`config.mk`:
```
export PLATFORM = sky130hd
export DESIGN_NAME = sd_resp_capture
export DESIGN_NICKNAME = d
export VERILOG_FILES = /design/src/rtl/sd_pkg.sv /design/src/rtl/sd_crc7.sv /design/src/rtl/sd_resp_capture.sv
export SDC_FILE = /design/constraint.sdc
export NUM_CORES = 1
export LEC_CHECK = 0
export ABC_AREA = 1
export ABC_CLOCK_PERIOD_IN_PS = 12600
export CAP_MARGIN = 20
export CORE_MARGIN = 2
export CORE_UTILIZATION = 50
export CTS_BUF_LIST = sky130_fd_sc_hd__clkbuf_2
export DETAILED_ROUTE_END_ITERATION = 16
export PLACE_DENSITY = 0.75
export SYNTH_ARGS = -nofsm -noshare
export SYNTH_HDL_FRONTEND = slang
export SYNTH_SLANG_ARGS = --single-unit
```
`constraint.sdc`:
```
create_clock -name clk -period 12.6 [get_ports clk]
set_clock_uncertainty 0.1 [all_clocks]
set_input_delay 2.52 -clock clk [delete_from_list [all_inputs] [get_ports clk]]
set_output_delay 2.52 -clock clk [all_outputs]
set_load 0.02 [all_outputs]
```
`src/rtl/sd_pkg.sv`:
```
// Shared definitions for the SD command-line response path.
// Latency: none (types and constants only).
// Backpressure: none.
package sd_pkg;

    // resp_type encodings driven by the command transmitter
    localparam logic [2:0] RESP_NONE = 3'd0;
    localparam logic [2:0] RESP_R1   = 3'd1;
    localparam logic [2:0] RESP_R2   = 3'd2;
    localparam logic [2:0] RESP_R3   = 3'd3;
    localparam logic [2:0] RESP_R6   = 3'd6;
    localparam logic [2:0] RESP_R7   = 3'd7;

    typedef enum logic [2:0] {
        ST_IDLE,
        ST_WAIT_START,
        ST_SHIFT,
        ST_CHECK,
        ST_UPDATE
    } state_t;

    localparam int RESP_LEN_SHORT = 48;
    localparam int RESP_LEN_LONG  = 136;

    localparam logic [5:0] CMD_SEND_CSD = 6'd9;

    // R2 and R3 carry all-ones in the index field instead of the command index
    localparam logic [5:0] IDX_RESERVED = 6'h3F;

    // Any encoding outside the defined set is treated as "no response"
    function automatic logic resp_expected(input logic [2:0] t);
        return (t == RESP_R1) || (t == RESP_R2) || (t == RESP_R3) ||
               (t == RESP_R6) || (t == RESP_R7);
    endfunction

endpackage

```
`src/rtl/sd_crc7.sv`:
```
// Serial CRC7 (x^7+x^3+1, init 0, MSB first); clr has priority over en.
// Latency: crc reflects every bit fed up to and including the previous clock edge.
// Backpressure: none; a bit is consumed on every cycle en is high.
module sd_crc7 (
    input  logic       clk,
    input  logic       reset,
    input  logic       clr,
    input  logic       en,
    input  logic       din,
    output logic [6:0] crc
);

    // LFSR update: shift left, fold the feedback into taps x^3 and x^0
    always_ff @(posedge clk or posedge reset) begin
        if (reset) begin
            crc <= 7'd0;
        end else if (clr) begin
            crc <= 7'd0;
        end else if (en) begin
            crc <= {crc[5:0], 1'b0} ^ ({7{din ^ crc[6]}} & 7'h09);
        end
    end

endmodule

```
`src/rtl/sd_resp_capture.sv`:
```
// Captures and checks an SD CMD-line response, then pulses register-file writes.
// Latency: done two cycles after the end bit is sampled; timeout done TIMEOUT+2 after start.
// Backpressure: none; start is ignored while busy. Define SD_RESP_CRC_EN to check CRC7.
module sd_resp_capture
    import sd_pkg::*;
#(
    parameter int TIMEOUT = 64
) (
    input  logic         clk,
    input  logic         reset,
    input  logic         start,
    input  logic [2:0]   resp_type,
    input  logic [5:0]   cmd_index,
    input  logic         cmd_in,
    output logic         busy,
    output logic         done,
    output logic         crc_err,
    output logic         index_err,
    output logic         end_err,
    output logic         timeout_err,
    output logic         cid_en,
    output logic         csd_en,
    output logic         ocr_en,
    output logic         rca_en,
    output logic         stat_en,
    output logic [127:0] reg_data,
    output logic [31:0]  ocr_data,
    output logic [15:0]  rca_data,
    output logic [63:0]  stat_data
);

    localparam logic [7:0] TMO_CNT    = 8'(TIMEOUT);
    localparam logic [7:0] LAST_SHORT = 8'(RESP_LEN_SHORT - 1);
    localparam logic [7:0] LAST_LONG  = 8'(RESP_LEN_LONG - 1);

    state_t       state, state_n;
    logic [2:0]   rtype;
    logic [5:0]   cidx;
    logic [7:0]   cnt;      // idle-high cycles in WAIT_START, bits received in SHIFT
    // Start and transmission bits carry nothing once the start bit is seen,
    // so only the trailing 134 bits of the longest frame are kept.
    logic [133:0] sr;
    logic         accept, is_long, is_r3, idx_bad, end_bad, crc_bad, chk_ok, upd_ok;
    logic [5:0]   idx_f;
    logic [31:0]  content;

    assign accept  = (state == ST_IDLE) && start;
    assign is_long = (rtype == RESP_R2);
    assign is_r3   = (rtype == RESP_R3);
    assign idx_f   = is_long ? sr[133:128] : sr[45:40];
    assign content = sr[39:8];
    assign idx_bad = (is_long || is_r3) ? (idx_f != IDX_RESERVED) : (idx_f != cidx);
    assign end_bad = ~sr[0];
    assign chk_ok  = ~(idx_bad | end_bad | crc_bad);

`ifdef SD_RESP_CRC_EN
    logic       crc_feed;
    logic [6:0] crc_calc;

    // Feed frame bits [47:8] (short) or [127:8] (R2) into the CRC as they arrive
    always_comb begin
        crc_feed = 1'b0;
        if (state == ST_WAIT_START) begin
            crc_feed = !is_long && (cnt != TMO_CNT) && !cmd_in;
        end else if (state == ST_SHIFT) begin
            crc_feed = is_long ? ((cnt >= 8'd8) && (cnt < 8'd128)) : (cnt < 8'd40);
        end
    end

    sd_crc7 u_crc7 (
        .clk   (clk),
        .reset (reset),
        .clr   (accept),
        .en    (crc_feed),
        .din   (cmd_in),
        .crc   (crc_calc)
    );

    assign crc_bad = !is_r3 && (crc_calc != sr[7:1]);
`else
    assign crc_bad = 1'b0;
`endif

    // State register
    always_ff @(posedge clk or posedge reset) begin
        if (reset) state <= ST_IDLE;
        else       state <= state_n;
    end

    // Next-state logic; timeout takes priority over a start bit on the same cycle
    always_comb begin
        state_n = state;
        unique case (state)
            ST_IDLE:       if (start) state_n = resp_expected(resp_type) ? ST_WAIT_START : ST_UPDATE;
            ST_WAIT_START: if (cnt == TMO_CNT) state_n = ST_UPDATE;
                           else if (!cmd_in)   state_n = ST_SHIFT;
            ST_SHIFT:      if (cnt == (is_long ? LAST_LONG : LAST_SHORT)) state_n = ST_CHECK;
            ST_CHECK:      state_n = ST_UPDATE;
            ST_UPDATE:     state_n = ST_IDLE;
            default:       state_n = ST_IDLE;
        endcase
    end

    // Command context latch, shared counter and the receive shift register
    always_ff @(posedge clk or posedge reset) begin
        if (reset) begin
            rtype <= RESP_NONE;
            cidx  <= 6'd0;
            cnt   <= 8'd0;
            sr    <= '0;
        end else begin
            case (state)
                ST_IDLE: if (start) begin
                    rtype <= resp_type;
                    cidx  <= cmd_index;
                    cnt   <= 8'd0;
                    sr    <= '0;
                end
                ST_WAIT_START: if (cnt != TMO_CNT) begin
                    if (!cmd_in) begin
                        sr  <= {sr[132:0], cmd_in};
                        cnt <= 8'd1;
                    end else begin
                        cnt <= cnt + 8'd1;
                    end
                end
                ST_SHIFT: begin
                    sr  <= {sr[132:0], cmd_in};
                    cnt <= cnt + 8'd1;
                end
                default: ;
            endcase
        end
    end

    // Error flags: cleared on an accepted start, set by timeout or the check
    always_ff @(posedge clk or posedge reset) begin
        if (reset) begin
            {crc_err, index_err, end_err, timeout_err} <= 4'b0000;
        end else if (accept) begin
            {crc_err, index_err, end_err, timeout_err} <= 4'b0000;
        end else if ((state == ST_WAIT_START) && (cnt == TMO_CNT)) begin
            timeout_err <= 1'b1;
        end else if (state == ST_CHECK) begin
            crc_err   <= crc_bad;
            index_err <= idx_bad;
            end_err   <= end_bad;
        end
    end

    // Data outputs are loaded on the CHECK->UPDATE edge so they are stable with the enables
    always_ff @(posedge clk or posedge reset) begin
        if (reset) begin
            reg_data  <= '0;
            ocr_data  <= '0;
            rca_data  <= '0;
            stat_data <= '0;
        end else if ((state == ST_CHECK) && chk_ok) begin
            case (rtype)
                RESP_R1, RESP_R7: stat_data <= {26'd0, idx_f, content};
                RESP_R6: begin
                    rca_data  <= content[31:16];
                    stat_data <= {26'd0, idx_f, 16'd0, content[15:0]};
                end
                RESP_R3: ocr_data <= content;
                RESP_R2: reg_data <= {sr[127:1], 1'b1};
                default: ;
            endcase
        end
    end

    assign busy   = (state == ST_WAIT_START) || (state == ST_SHIFT) || (state == ST_CHECK);
    assign done   = (state == ST_UPDATE);
    assign upd_ok = done && !(crc_err | index_err | end_err | timeout_err);

    assign stat_en = upd_ok && ((rtype == RESP_R1) || (rtype == RESP_R6) || (rtype == RESP_R7));
    assign rca_en  = upd_ok && (rtype == RESP_R6);
    assign ocr_en  = upd_ok && (rtype == RESP_R3);
    assign csd_en  = upd_ok && is_long && (cidx == CMD_SEND_CSD);
    assign cid_en  = upd_ok && is_long && (cidx != CMD_SEND_CSD);

endmodule

```
==> results.py <==
metrics = {
    "outcome": {
        "outcome": "complete, no violations",
    },
    "yosys": {
        "yosys_warnings": 0,
        "seq_area_frac_synth_pct": 58.0,
        "syn_area_mm2": 0.0160,
        "synth_edf_count": 0,
        "synthFlopType": "dfrtp_1",
        "ys_ff_latch": 371,
        "syn_inst": 1821,
        "synthArstFlopShare_pct": 100,
        "ys_types": 35,
        "synth_area_per_cell_um2": 8.78,
    },
    "grt": {
        "gr-total-overflow": 0,
        "grt_pass1_vias": 13100,
        "grt_max_degree": 179,
        "track_usage_pct": 24.5,
        "antenna_found_initial": 2,
        "grt_first_pass_wirelength_mm": 67.0,
    },
    "sta": {
        "max_freq_ghz": 0.184,
        "tightest_slew_ps": 1040,
        "fin_ws_ps": 7160,
        "whs_ps": 374,
        "hold_viol": 0,
        "grt_setup_unrepaired": "no",
        "setup_tns_ps": 0,
        "max_slew_margin_pct": 30.6,
        "min_period_over_period_pct": 43.2,
        "period_needed_ps": 5440,
        "setup_violations": 0,
        "drv_slew": 0,
    },
    "clock_tree": {
        "h-tree-depth": 3,
        "cts_root_buf": "clkbuf_2",
        "ctsResizeCount": 0,
        "clockBufferDepth": 3,
        "numClockSinks": 371,
        "numCtsBuffers": 93,
        "cts_tree": "built",
        "holdBufCountCts": 0,
        "cts_setup_buffers": 0,
        "clk_pin_slew_ps": 90,
        "clk_latency_ps": 950,
    },
    "layout": {
        "final_common_cell": "nand2_1",
        "drive_gt1_share_pct": 8.60,
        "syn2layout_area_growth_pct": 19.6,
        "final_cell_mix": "nand2_1, dfrtp_1, clkdlybuf4s50_1",
        "nets": 2049,
    },
    "floorplanning": {
        "die_area_mm2": 0.0334,
        "die_h_um": 183,
        "core_area_mm2": 0.0316,
        "ioPinCount": 264,
        "fp.dieW_um": 183,
        "start_util_pct": 50.7,
        "rows": 65,
    },
    "critical_path": {
        "crit_type": "reg -> out",
        "critPathArrivalTime_ps": 2820,
        "rr_endpoint": "reg_data[21]",
        "critPathMaxFanout": 3,
        "cp_slowest_cell": "clkdlybuf4s50_1",
        "start_kind": "flip-flop",
        "worst_setup_path_end_kind": "output pin",
        "ff2ff_setup_slack_ps": 8330,
        "r2r-start": "rtype[2]",
        "ff2ff_path_depth": 14,
        "critPathMostFrequentCell": "nor2_1",
        "slowest_delay_ps": 680,
        "crit_required_ps": 9980,
        "crit_chain": "nor2_1 > inv_1 > nor2_1 > nand2_1 > nor4_1 > clkdlybuf4s50_1",
    },
    "route": {
        "via_per_inst": 5.39,
        "wl_mm": 40.4,
        "dr.first_iter.drc_count": 1190,
        "avgRoutedWirePerCell_um": 16.2,
        "antenna_left": 0,
        "num_vias": 13500,
        "drc": 0,
        "first_pass_iters": 8,
    },
    "worst_hold_path": {
        "hold_start": "stat_data[36]",
        "worstHoldPathType": "reg -> reg",
        "whs_path_depth": 2,
        "min_to": "stat_data[36]",
    },
    "place": {
        "port-buffer-count": 236,
        "dp_hpwl_mm": 24.5,
        "gp_congestion": 0.848,
        "place_ws_ps": 6560,
    },
    "power": {
        "p_leak_nw": 9.49,
        "ir_drop_mv": 0.191,
        "p_total_mw": 2.95,
        "powerDensity_mw_per_mm2": 154,
    },
    "flow_run": {
        "maxCapViolations": 0,
    },
}
## state kept, by name, indices dropped and copies added (netlist names)
signal / cells
sr: 134
reg_data: 128
stat_data: 38
ocr_data: 32
rca_data: 16
cnt: 8
cidx: 6
rtype: 3
state: 3
end_err: 1
index_err: 1
timeout_err: 1
## cell type report
class | instances | area [um2]
diodes | 2 | 5.00
clock buffers | 136 | 681
clock inverters | 19 | 158
fillers | 2788 | 12400
inverters | 68 | 259
multi-input cells | 1241 | 5640
flip-flops and latches | 371 | 9280
well taps | 402 | 503
repair buffers | 259 | 2600
## layer usage
| layer | wire, um | track usage, % | vias up | part of all wire, % |
|---|---|---|---|---|
| met4 | 711 | 7.87 | 0 | 1.8 |
| met1 | 17900 | 34.2 | 6502 | 44 |
| met5 | 0 | 0 | - | 0 |
| met3 | 3000 | 5.50 | 60 | 7.4 |
| li1 | - | - | 6439 | - |
| met2 | 18800 | 38.3 | 473 | 47 |
## power by group
group / internal, mW / switching (mW) / total (mW)
Clock: 0.345 / 0.473 / 0.817
Sequential: 1.23 / 0.0276 / 1.25
Combinational: 0.151 / 0.730 / 0.881
Total: 1.72 / 1.23 / 2.95
## worst max path at each step
stage                         from      end  slack (ps)  cells after the start
after floorplan              reset  cidx[0]        5000                      1
after global placement      cmd_in   sr[69]        6640                      8
after detailed placement    cmd_in   sr[66]        6560                      8
after CTS                 state[1]   rca_en        7060                      6
after global routing      state[0]   rca_en        6960                      6
final                     state[1]   rca_en        7160                      6
## stage by stage
stage / util (%) / cells / instance area [um2]
global placement: 57.7 / 2337 / 18200
detailed placement: 57.7 / 2337 / 18200
CTS: 60.3 / 2492 / 19000
floorplan: - / 1847 / 16100
finish: 60.6 / 2498 / 19100
global route: 60.6 / 2498 / 19100
## synth_stat cells, types with 2 or more instances
| library cell | instances | share of area [%] |
|---|---|---|
| nand2_1 | 746 | 18 |
| dfrtp_1 | 371 | 58 |
| nand4_1 | 220 | 8.6 |
| o21ai_0 | 130 | 4.1 |
| clkbuf_1 | 74 | 1.7 |
| inv_1 | 66 | 1.5 |
| nor2_1 | 43 | 1.0 |
| buf_4 | 37 | 1.7 |
| buf_2 | 35 | 1.1 |
| o31ai_1 | 23 | 1.1 |
| buf_6 | 20 | 1.4 |
| nand3_1 | 18 | 0.56 |
| nor3_1 | 7 | 0.22 |
| a21oi_1 | 3 | 0.094 |
| a22oi_1 | 3 | 0.14 |
| a31oi_1 | 2 | 0.078 |
| ha_1 | 2 | 0.16 |
| inv_2 | 2 | 0.047 |
| nor2_2 | 2 | 0.078 |
| nor4_1 | 2 | 0.078 |
## worst max-delay path: cells and delay by family, from the launching register on
kind                   cells  cell delay, ps
buffers and inverters      2             750
flip-flops                 1             400
AND/OR/NAND/NOR            4             790
## cells by family after synthesis
logic type,share of synthesized area (%)
simple gates,28.4
buf+inv,7.59
xor+xnor,0.0548
flops,58.0
compound gates,5.70
fa+ha+maj,0.156
other cells,0.0234
Note: power is estimated with default switching activity, not from simulation.
